===== config.mk =====
export PLATFORM = sky130hd
export DESIGN_NAME = ram_stream_sequencer
export DESIGN_NICKNAME = d
export VERILOG_FILES = /design/src/rtl/ram_stream_sequencer_pkg.sv /design/src/rtl/ram_stream_sequencer.sv
export SDC_FILE = /design/constraint.sdc
export NUM_CORES = 1
export LEC_CHECK = 0
export CAP_MARGIN = 10
export CORE_ASPECT_RATIO = 1.1
export CORE_MARGIN = 4
export CORE_UTILIZATION = 34
export DETAILED_ROUTE_END_ITERATION = 10
export PLACE_DENSITY = 0.69
export SLEW_MARGIN = 30
export SYNTH_ARGS = -nofsm -noshare
export SYNTH_HDL_FRONTEND = slang
export SYNTH_SLANG_ARGS = --single-unit

===== constraint.sdc =====
create_clock -name clk -period 1.8 [get_ports clk]
set_clock_uncertainty 0.15 [all_clocks]
set_input_delay 0.36 -clock clk [delete_from_list [all_inputs] [get_ports clk]]
set_output_delay 0.36 -clock clk [all_outputs]
set_load 0.02 [all_outputs]

===== src/rtl/ram_stream_sequencer_pkg.sv =====
// Shared types and default widths for the RAM fill/drain stream sequencer.
package ram_seq_pkg;

    localparam int DEF_DATA_WIDTH = 8;
    localparam int DEF_ADDR_WIDTH = 6;

    typedef enum logic [2:0] {
        IDLE,
        FILL,
        RD_ADDR,
        RD_DATA,
        DONE
    } state_e;

endpackage


===== src/rtl/ram_stream_sequencer.sv =====
// Fills a single-port RAM from an input stream at addresses 0..len, then drains the same
// addresses as an output stream. state_q is the observable FSM state for bound checkers.
//
// Handshakes: a word moves on a rising edge where valid && ready are both high; a source
// holds valid and data stable until that edge, and ready may be asserted independently.
module ram_stream_sequencer
    import ram_seq_pkg::*;
#(
    parameter int DATA_WIDTH = DEF_DATA_WIDTH,
    parameter int ADDR_WIDTH = DEF_ADDR_WIDTH
) (
    input  logic                  clk,
    input  logic                  rst_n,
    input  logic                  start,
    input  logic [ADDR_WIDTH-1:0] len,
    input  logic                  in_valid,
    output logic                  in_ready,
    input  logic [DATA_WIDTH-1:0] in_data,
    output logic [ADDR_WIDTH-1:0] ram_addr,
    output logic                  ram_we,
    output logic [DATA_WIDTH-1:0] ram_wdata,
    input  logic [DATA_WIDTH-1:0] ram_rdata,
    output logic                  out_valid,
    input  logic                  out_ready,
    output logic [DATA_WIDTH-1:0] out_data,
    output logic                  out_last,
    output logic                  busy,
    output logic                  done
);

    state_e                  state_q, state_d;
    logic [ADDR_WIDTH-1:0]   cnt_q, cnt_d;
    logic [ADDR_WIDTH-1:0]   len_q, len_d;
    logic [DATA_WIDTH-1:0]   out_data_q, out_data_d;
    logic                    out_valid_q, out_valid_d;
    logic                    out_last_q, out_last_d;
    logic                    in_hs;

    always_ff @(posedge clk or negedge rst_n) begin
        if (!rst_n) begin
            state_q     <= IDLE;
            cnt_q       <= '0;
            len_q       <= '0;
            out_data_q  <= '0;
            out_valid_q <= 1'b0;
            out_last_q  <= 1'b0;
        end else begin
            state_q     <= state_d;
            cnt_q       <= cnt_d;
            len_q       <= len_d;
            out_data_q  <= out_data_d;
            out_valid_q <= out_valid_d;
            out_last_q  <= out_last_d;
        end
    end

    always_comb begin
        state_d     = state_q;
        cnt_d       = cnt_q;
        len_d       = len_q;
        out_data_d  = out_data_q;
        out_valid_d = out_valid_q;
        out_last_d  = out_last_q;
        in_hs       = (state_q == FILL) && in_valid;

        unique case (state_q)
            IDLE: begin
                if (start) begin
                    len_d   = len;
                    cnt_d   = '0;
                    state_d = FILL;
                end
            end
            FILL: begin
                if (in_hs) begin
                    if (cnt_q == len_q) begin
                        cnt_d   = '0;
                        state_d = RD_ADDR;
                    end else begin
                        cnt_d = cnt_q + ADDR_WIDTH'(1);
                    end
                end
            end
            RD_ADDR: state_d = RD_DATA;
            RD_DATA: begin
                // First RD_DATA cycle captures the RAM word; later cycles wait for the consumer.
                if (!out_valid_q) begin
                    out_data_d  = ram_rdata;
                    out_valid_d = 1'b1;
                    out_last_d  = (cnt_q == len_q);
                end else if (out_ready) begin
                    out_valid_d = 1'b0;
                    out_last_d  = 1'b0;
                    if (out_last_q) begin
                        state_d = DONE;
                    end else begin
                        cnt_d   = cnt_q + ADDR_WIDTH'(1);
                        state_d = RD_ADDR;
                    end
                end
            end
            DONE:    state_d = IDLE;
            default: state_d = IDLE;
        endcase
    end

    assign in_ready  = (state_q == FILL);
    assign ram_we    = in_hs;
    assign ram_addr  = cnt_q;
    assign ram_wdata = in_hs ? in_data : '0;
    assign out_valid = out_valid_q;
    assign out_data  = out_data_q;
    assign out_last  = out_last_q;
    assign busy      = (state_q != IDLE);
    assign done      = (state_q == DONE);

endmodule

### After elaboration in Yosys (flattened, before gate mapping)

Cells that the tools add are included.

* ROM bits: 0
* bits in latches: 0
* RAM bits: 0
* bits in registers: 25
* memories kept: 0
* logic and storage cells: 48

* bitwise logic cells: 1
* $mul: 0
* equal/unequal tests: 12
* reductions and logical operators: 9
* add/sub/neg operators: 1
* magnitude comparators: 0
* shift-type cells: 0
* multiplexer cells: 19
* div/mod/pow operators: 0

Operators by type and width (number)
* 2-to-1 mux 6 bit: 6
* 2-to-1 mux 3 bit: 6
* case mux 6 bit (3 select lines): 1
* case mux 3 bit (4 select lines): 1
* inequality test 2 bit (second input constant): 5
* 2-to-1 mux 8 bit: 1
* adder 6 x 1 -> 6 bit (second input constant): 1
* == test 3 x 2 -> 1 bit (second input constant): 2
* == test 6 bit: 1
* AND reduction 2 bit: 3
* AND reduction 6 bit: 1
* nonzero test 3 bit: 2
* AND reduction 5 bit: 1
* 2-to-1 mux 1 bit: 4
* inequality test 2 x 1 -> 1 bit (second input constant): 2
* == test 3 x 1 -> 1 bit (second input constant): 1
* == test 3 bit (second input constant): 1
* logical NOT 3 bit: 1
* logical AND 1 bit: 1
* NOT 1 bit: 1

### Depth between registers and ports, before layout

* depth after elaboration: 5
* gate-level depth with buffers: 6
* gate-level depth less buffers: 5

### Least setup slack after synthesis

OpenSTA, ideal clock, no wires.

* path kind: register to output
* start point: register state_q[2]
* end point: output port ram_wdata[0]
* path slack: -0.159 ns
* path buffers: 0
* required time: 1.290 ns
* cell stages (with the launch flop): 4
* arrival time: 1.449 ns
* cell sequence: dfrtp_1 -> nand2b_1 -> nor2_1 -> and2_1

* cells in the longest elaborated chain, start to end: 3

Ends and longest elaborated chain
* from (decl): RTL line ram_stream_sequencer.sv:31 `state_e state_q, state_d;`
* from (signal assigned): RTL line ram_stream_sequencer.sv:48 `state_q <= state_d;`
* == test 3 x 1 -> 1 bit: RTL line ram_stream_sequencer.sv:64 `in_hs = (state_q == FILL) && in_valid;`
* logical AND 1 bit: RTL line ram_stream_sequencer.sv:64
* named net ram_we: RTL line ram_stream_sequencer.sv:20 `output logic ram_we,`
* 2-to-1 mux 8 bit: RTL line ram_stream_sequencer.sv:110 `assign ram_wdata = in_hs ? in_data : '0;`
* to (decl): RTL line ram_stream_sequencer.sv:21 `output logic [DATA_WIDTH-1:0] ram_wdata,`

The timed path passes the listed nets, and every way through them passes these cells.

### Final worst setup path

* start point: register state_q[0]
* end point: register len_q[1]

* cells in the longest elaborated chain, start to end: 2

Ends and longest elaborated chain
* logical NOT 3 bit: RTL line ram_stream_sequencer.sv:66 `unique case (state_q)`
* AND reduction 2 bit (no line)
* to (signal assigned): RTL line ram_stream_sequencer.sv:50 `len_q <= len_d;`
* to (decl): RTL line ram_stream_sequencer.sv:33 `logic [ADDR_WIDTH-1:0] len_q, len_d;`

Every way passes these cells.
A chain may end at the register's enable or synchronous reset.

==> impl_metrics.sql <==
INSERT INTO impl_metrics (metric_group, metric, value, unit) VALUES
('sta', 'post-route-period-util', '103.4', '%'),
('worst_setup_path', 'cp_data_arrival_time', '1870', 'ps'),
('sta', 'rsz0062_at_grt', 'yes', ''),
('yosys', 'number_of_warnings_issued_by_yosys', '0', ''),
('global_route', 'grt_max_degree', '26', ''),
('route', 'drt.antenna.violating_nets', '0', ''),
('global_route', 'antenna_violations_before_repair', '0', ''),
('yosys', 'synth_sequential_area_ratio', '49.36', '%'),
('cells_and_area', 'final_cell_area', '2384', 'µm²'),
('cells_and_area', 'area_growth', '88.06', '%'),
('yosys', 'post_synth_inst_count', '111', ''),
('cts', 'clk_pin_slew', '90', 'ps'),
('route', 'first_iter_violations', '25', ''),
('place', 'finalWeightedCongestion', '0.7904', ''),
('place', 'port_buffers', '54', ''),
('floorplanning', 'row_cnt', '23', ''),
('yosys', 'synthesis.nets', '139', ''),
('floorplanning', 'dieArea', '4770', 'µm²'),
('cts', 'clock_insertion_delay_worst_skew', '270', 'ps'),
('sta', 'tightest_slew', '321.6', 'ps'),
('cts', 'cts.sink_count', '25', ''),
('outcome', 'failed_checks', 'setup timing', ''),
('outcome', 'result_of_the_run', 'complete, but fails checks', ''),
('sta', 'achievable-frequency', '0.5374', 'GHz'),
('power_and_ir_drop', 'power.clock.fraction', '8.7', '%'),
('cells_and_area', 'final_cell_count_no_fill', '251', ''),
('power_and_ir_drop', 'static_leakage', '1.094', 'nW'),
('sta', 'final_hold_viol_count', '0', ''),
('route', 'drt-pass1-iter-count', '4', ''),
('job', 'max_cap_violation_count', '0', ''),
('global_route', 'grt_pass1_wl', '6.361', 'mm'),
('yosys', 'synth_mux_area_share', '12.44', '%'),
('cts', 'ctsHoldBuffers', '0', ''),
('cells_and_area', 'layout-drive-gt1-share', '44.78', '%'),
('floorplanning', 'dieWidth', '66.22', 'µm'),
('sta', 'setup_violations', '15', ''),
('cts', 'clockBufferDepth', '2', ''),
('place', 'dp_hpwl', '2.897', 'mm'),
('floorplanning', 'fp.dieH', '72.04', 'µm'),
('sta', 'timing.slew.headroom', '78.56', '%'),
('worst_setup_path', 'critical_path_peak_fanout', '6', ''),
('yosys', 'ys_top_cells_by_area', 'sky130_fd_sc_hd__dfrtp_1 (49%), sky130_fd_sc_hd__mux2_1 (8.0%), sky130_fd_sc_hd__and2_1 (4.9%)', ''),
('floorplanning', 'effective_utilization_at_floorplan', '34.96', '%'),
('yosys', 'yosys.area_share.adder', '0.9872', '%'),
('power_and_ir_drop', 'netSwitchingPower', '0.001515', 'W'),
('cts', 'total_cts_buffers', '3', ''),
('yosys', 'yosys.area.top_type_share', '49.36', '%'),
('worst_setup_path', 'timing.setup.critical_path_class', 'flip-flop to flip-flop', ''),
('sta', 'timing.setup.tns', '-575.4', 'ps'),
('sta', 'count_of_pins_over_their_slew_limit', '0', ''),
('yosys', 'syn-cell-area', '1267', 'µm²'),
('worst_setup_path', 'worstSetupStartpointType', 'flip-flop', ''),
('route', 'drc_errors', '0', ''),
('yosys', 'synth.ff_latch_count', '25', ''),
('route', 'route.detailed.vias_per_inst', '4.896', ''),
('yosys', 'synth_top_family_by_area', 'simple AND/OR/NAND/NOR gates', ''),
('hold_path', 'hold_crit_class', 'input port to asynchronous set/reset pin', ''),
('sta', 'layout_setup_ws', '-60.81', 'ps'),
('yosys', 'synth_xor_area_share', '4.146', '%'),
('route', 'total_via_count_in_the_routed_design', '1229', ''),
('worst_setup_path', 'cp.required', '1800', 'ps'),
('cells_and_area', 'final_nets', '230', ''),
('place', 'dp_cells', '237', ''),
('power_and_ir_drop', 'cellInternalPower', '0.002301', 'W'),
('power_and_ir_drop', 'peakVddDrop', '1.074', 'mV'),
('global_route', 'first_global_vias', '1364', ''),
('global_route', 'global_route.overflow_total', '0', ''),
('place', 'place_area', '2064', 'µm²'),
('cts', 'clock_tree.htree_level_count', '1', ''),
('power_and_ir_drop', 'power_frac_seq', '26.5', '%'),
('cts', 'clock_root_buffer', 'sky130_fd_sc_hd__clkbuf_8', '');
synthesized netlist by cell type:
master,instances
sky130_fd_sc_hd__mux2_1,9
sky130_fd_sc_hd__o31ai_1,1
sky130_fd_sc_hd__o21ai_0,5
sky130_fd_sc_hd__or3_1,2
sky130_fd_sc_hd__o2111ai_1,1
sky130_fd_sc_hd__o2bb2ai_1,3
sky130_fd_sc_hd__mux2_2,5
sky130_fd_sc_hd__o311ai_2,1
sky130_fd_sc_hd__nor2_1,5
sky130_fd_sc_hd__o32ai_2,1
sky130_fd_sc_hd__a31o_4,1
sky130_fd_sc_hd__nand2b_1,4
sky130_fd_sc_hd__nand2_1,9
sky130_fd_sc_hd__xor2_1,6
sky130_fd_sc_hd__dfrtp_1,25
sky130_fd_sc_hd__nand2_4,1
sky130_fd_sc_hd__and3_2,1
sky130_fd_sc_hd__nor2b_1,2
sky130_fd_sc_hd__nor4_2,1
sky130_fd_sc_hd__inv_1,2
sky130_fd_sc_hd__nor2_2,2
sky130_fd_sc_hd__and2_1,10
sky130_fd_sc_hd__a311oi_1,2
sky130_fd_sc_hd__clkbuf_1,1
sky130_fd_sc_hd__a31o_2,1
sky130_fd_sc_hd__ha_1,1
sky130_fd_sc_hd__and4_1,1
sky130_fd_sc_hd__nand3_1,3
sky130_fd_sc_hd__or2_4,1
sky130_fd_sc_hd__o21ai_1,2
sky130_fd_sc_hd__nor3b_1,1
sky130_fd_sc_hd__nor3_1,1
power by group through the flow:
stage,logic [W],clock network [W],registers [W]
floorplan,0.000829,0,0.00119
global route,0.00265,0.000370,0.00105
detailed placement,0.00201,0,0.00101
global placement,0.00196,0,0.000987
finish,0.00247,0.000333,0.00101
CTS,0.00216,0.000347,0.00100
layout by cell type (no fill, tap or decap), drive strengths merged, types with 6 or more instances in the layout:
cell type	n
buf	45
clkdlybuf4s50	31
dfrtp	25
mux2	14
and2	10
nand2	10
dlygate4sd2	9
nor2	7
o21ai	7
xor2	6
area by class of cell:
class,count,area [µm²]
fill,330,1242
inverter,2,7.507
multi-input combinational,83,799.5
sequential,25,625.6
timing repair buffer,87,843.3
tap,50,62.56
clock buffer,4,45.04
through the flow:
| step | power [W] | hold WS (ps) | worst slack (ps) |
|---|---|---|---|
| global route | 0.004071 | 335.3 | -124.1 |
| detailed placement | 0.003015 | 328.4 | -674.9 |
| finish | 0.003815 | 299.1 | -60.81 |
| CTS | 0.003509 | 309.5 | -94.92 |
| floorplan | 0.002017 | -85.59 | 3.528 |
| global placement | 0.002944 | 317.4 | -558.7 |
routing by layer:
metal	up-vias	GRT usage (%)	routed length [µm]
li1	581	-	-
met1	592	19.60	1456
met2	54	31.97	2210
met3	2	4.489	285
met4	0	3.386	23
met5	-	0	0
flip-flops by register name, summed over array words and instances (netlist names):
name / flops
len_q: 6
out_data: 8
out_last: 1
out_valid: 1
ram_addr: 6
state_q: 3
cell families (layout without fill, tap and decap cells):
group | after synthesis | in the layout
buffers and inverters | 3 | 93
muxes | 14 | 14
adders and majority gates | 1 | 1
xor gates and xnor gates | 6 | 6
AOI/OAI and AO/OA | 18 | 18
and+or+nand+nor | 44 | 44
DFF | 25 | 25
critical path, cell delays in order, from the launching register on:
cell and delay, ps:
sky130_fd_sc_hd__dfrtp_1 400, sky130_fd_sc_hd__buf_6 130, sky130_fd_sc_hd__or3_4 390, sky130_fd_sc_hd__buf_6 130
sky130_fd_sc_hd__nor2_4 110, sky130_fd_sc_hd__buf_12 130, sky130_fd_sc_hd__mux2_4 300
path summary, 6_finish.rpt:
path                              from           to  slack [ps]  cells past startpoint
min reg2reg                out_data[2]  out_data[2]         340                      1
max reg2reg                 state_q[0]     len_q[1]         -60                      6
min                              rst_n     len_q[4]         300                      2
min in group clk           out_data[2]  out_data[2]         340                      1
max                         state_q[0]     len_q[1]         -60                      6
max in group asynchronous        rst_n  out_data[7]         960                      2
repair_timing:
item	CTS	global route
buffers inserted	5	5
resized for setup	98	32
cloned	0	0
pin swaps	12	16
endpoints found under the setup margin	39	34
(Power assumes the default switching activity.)
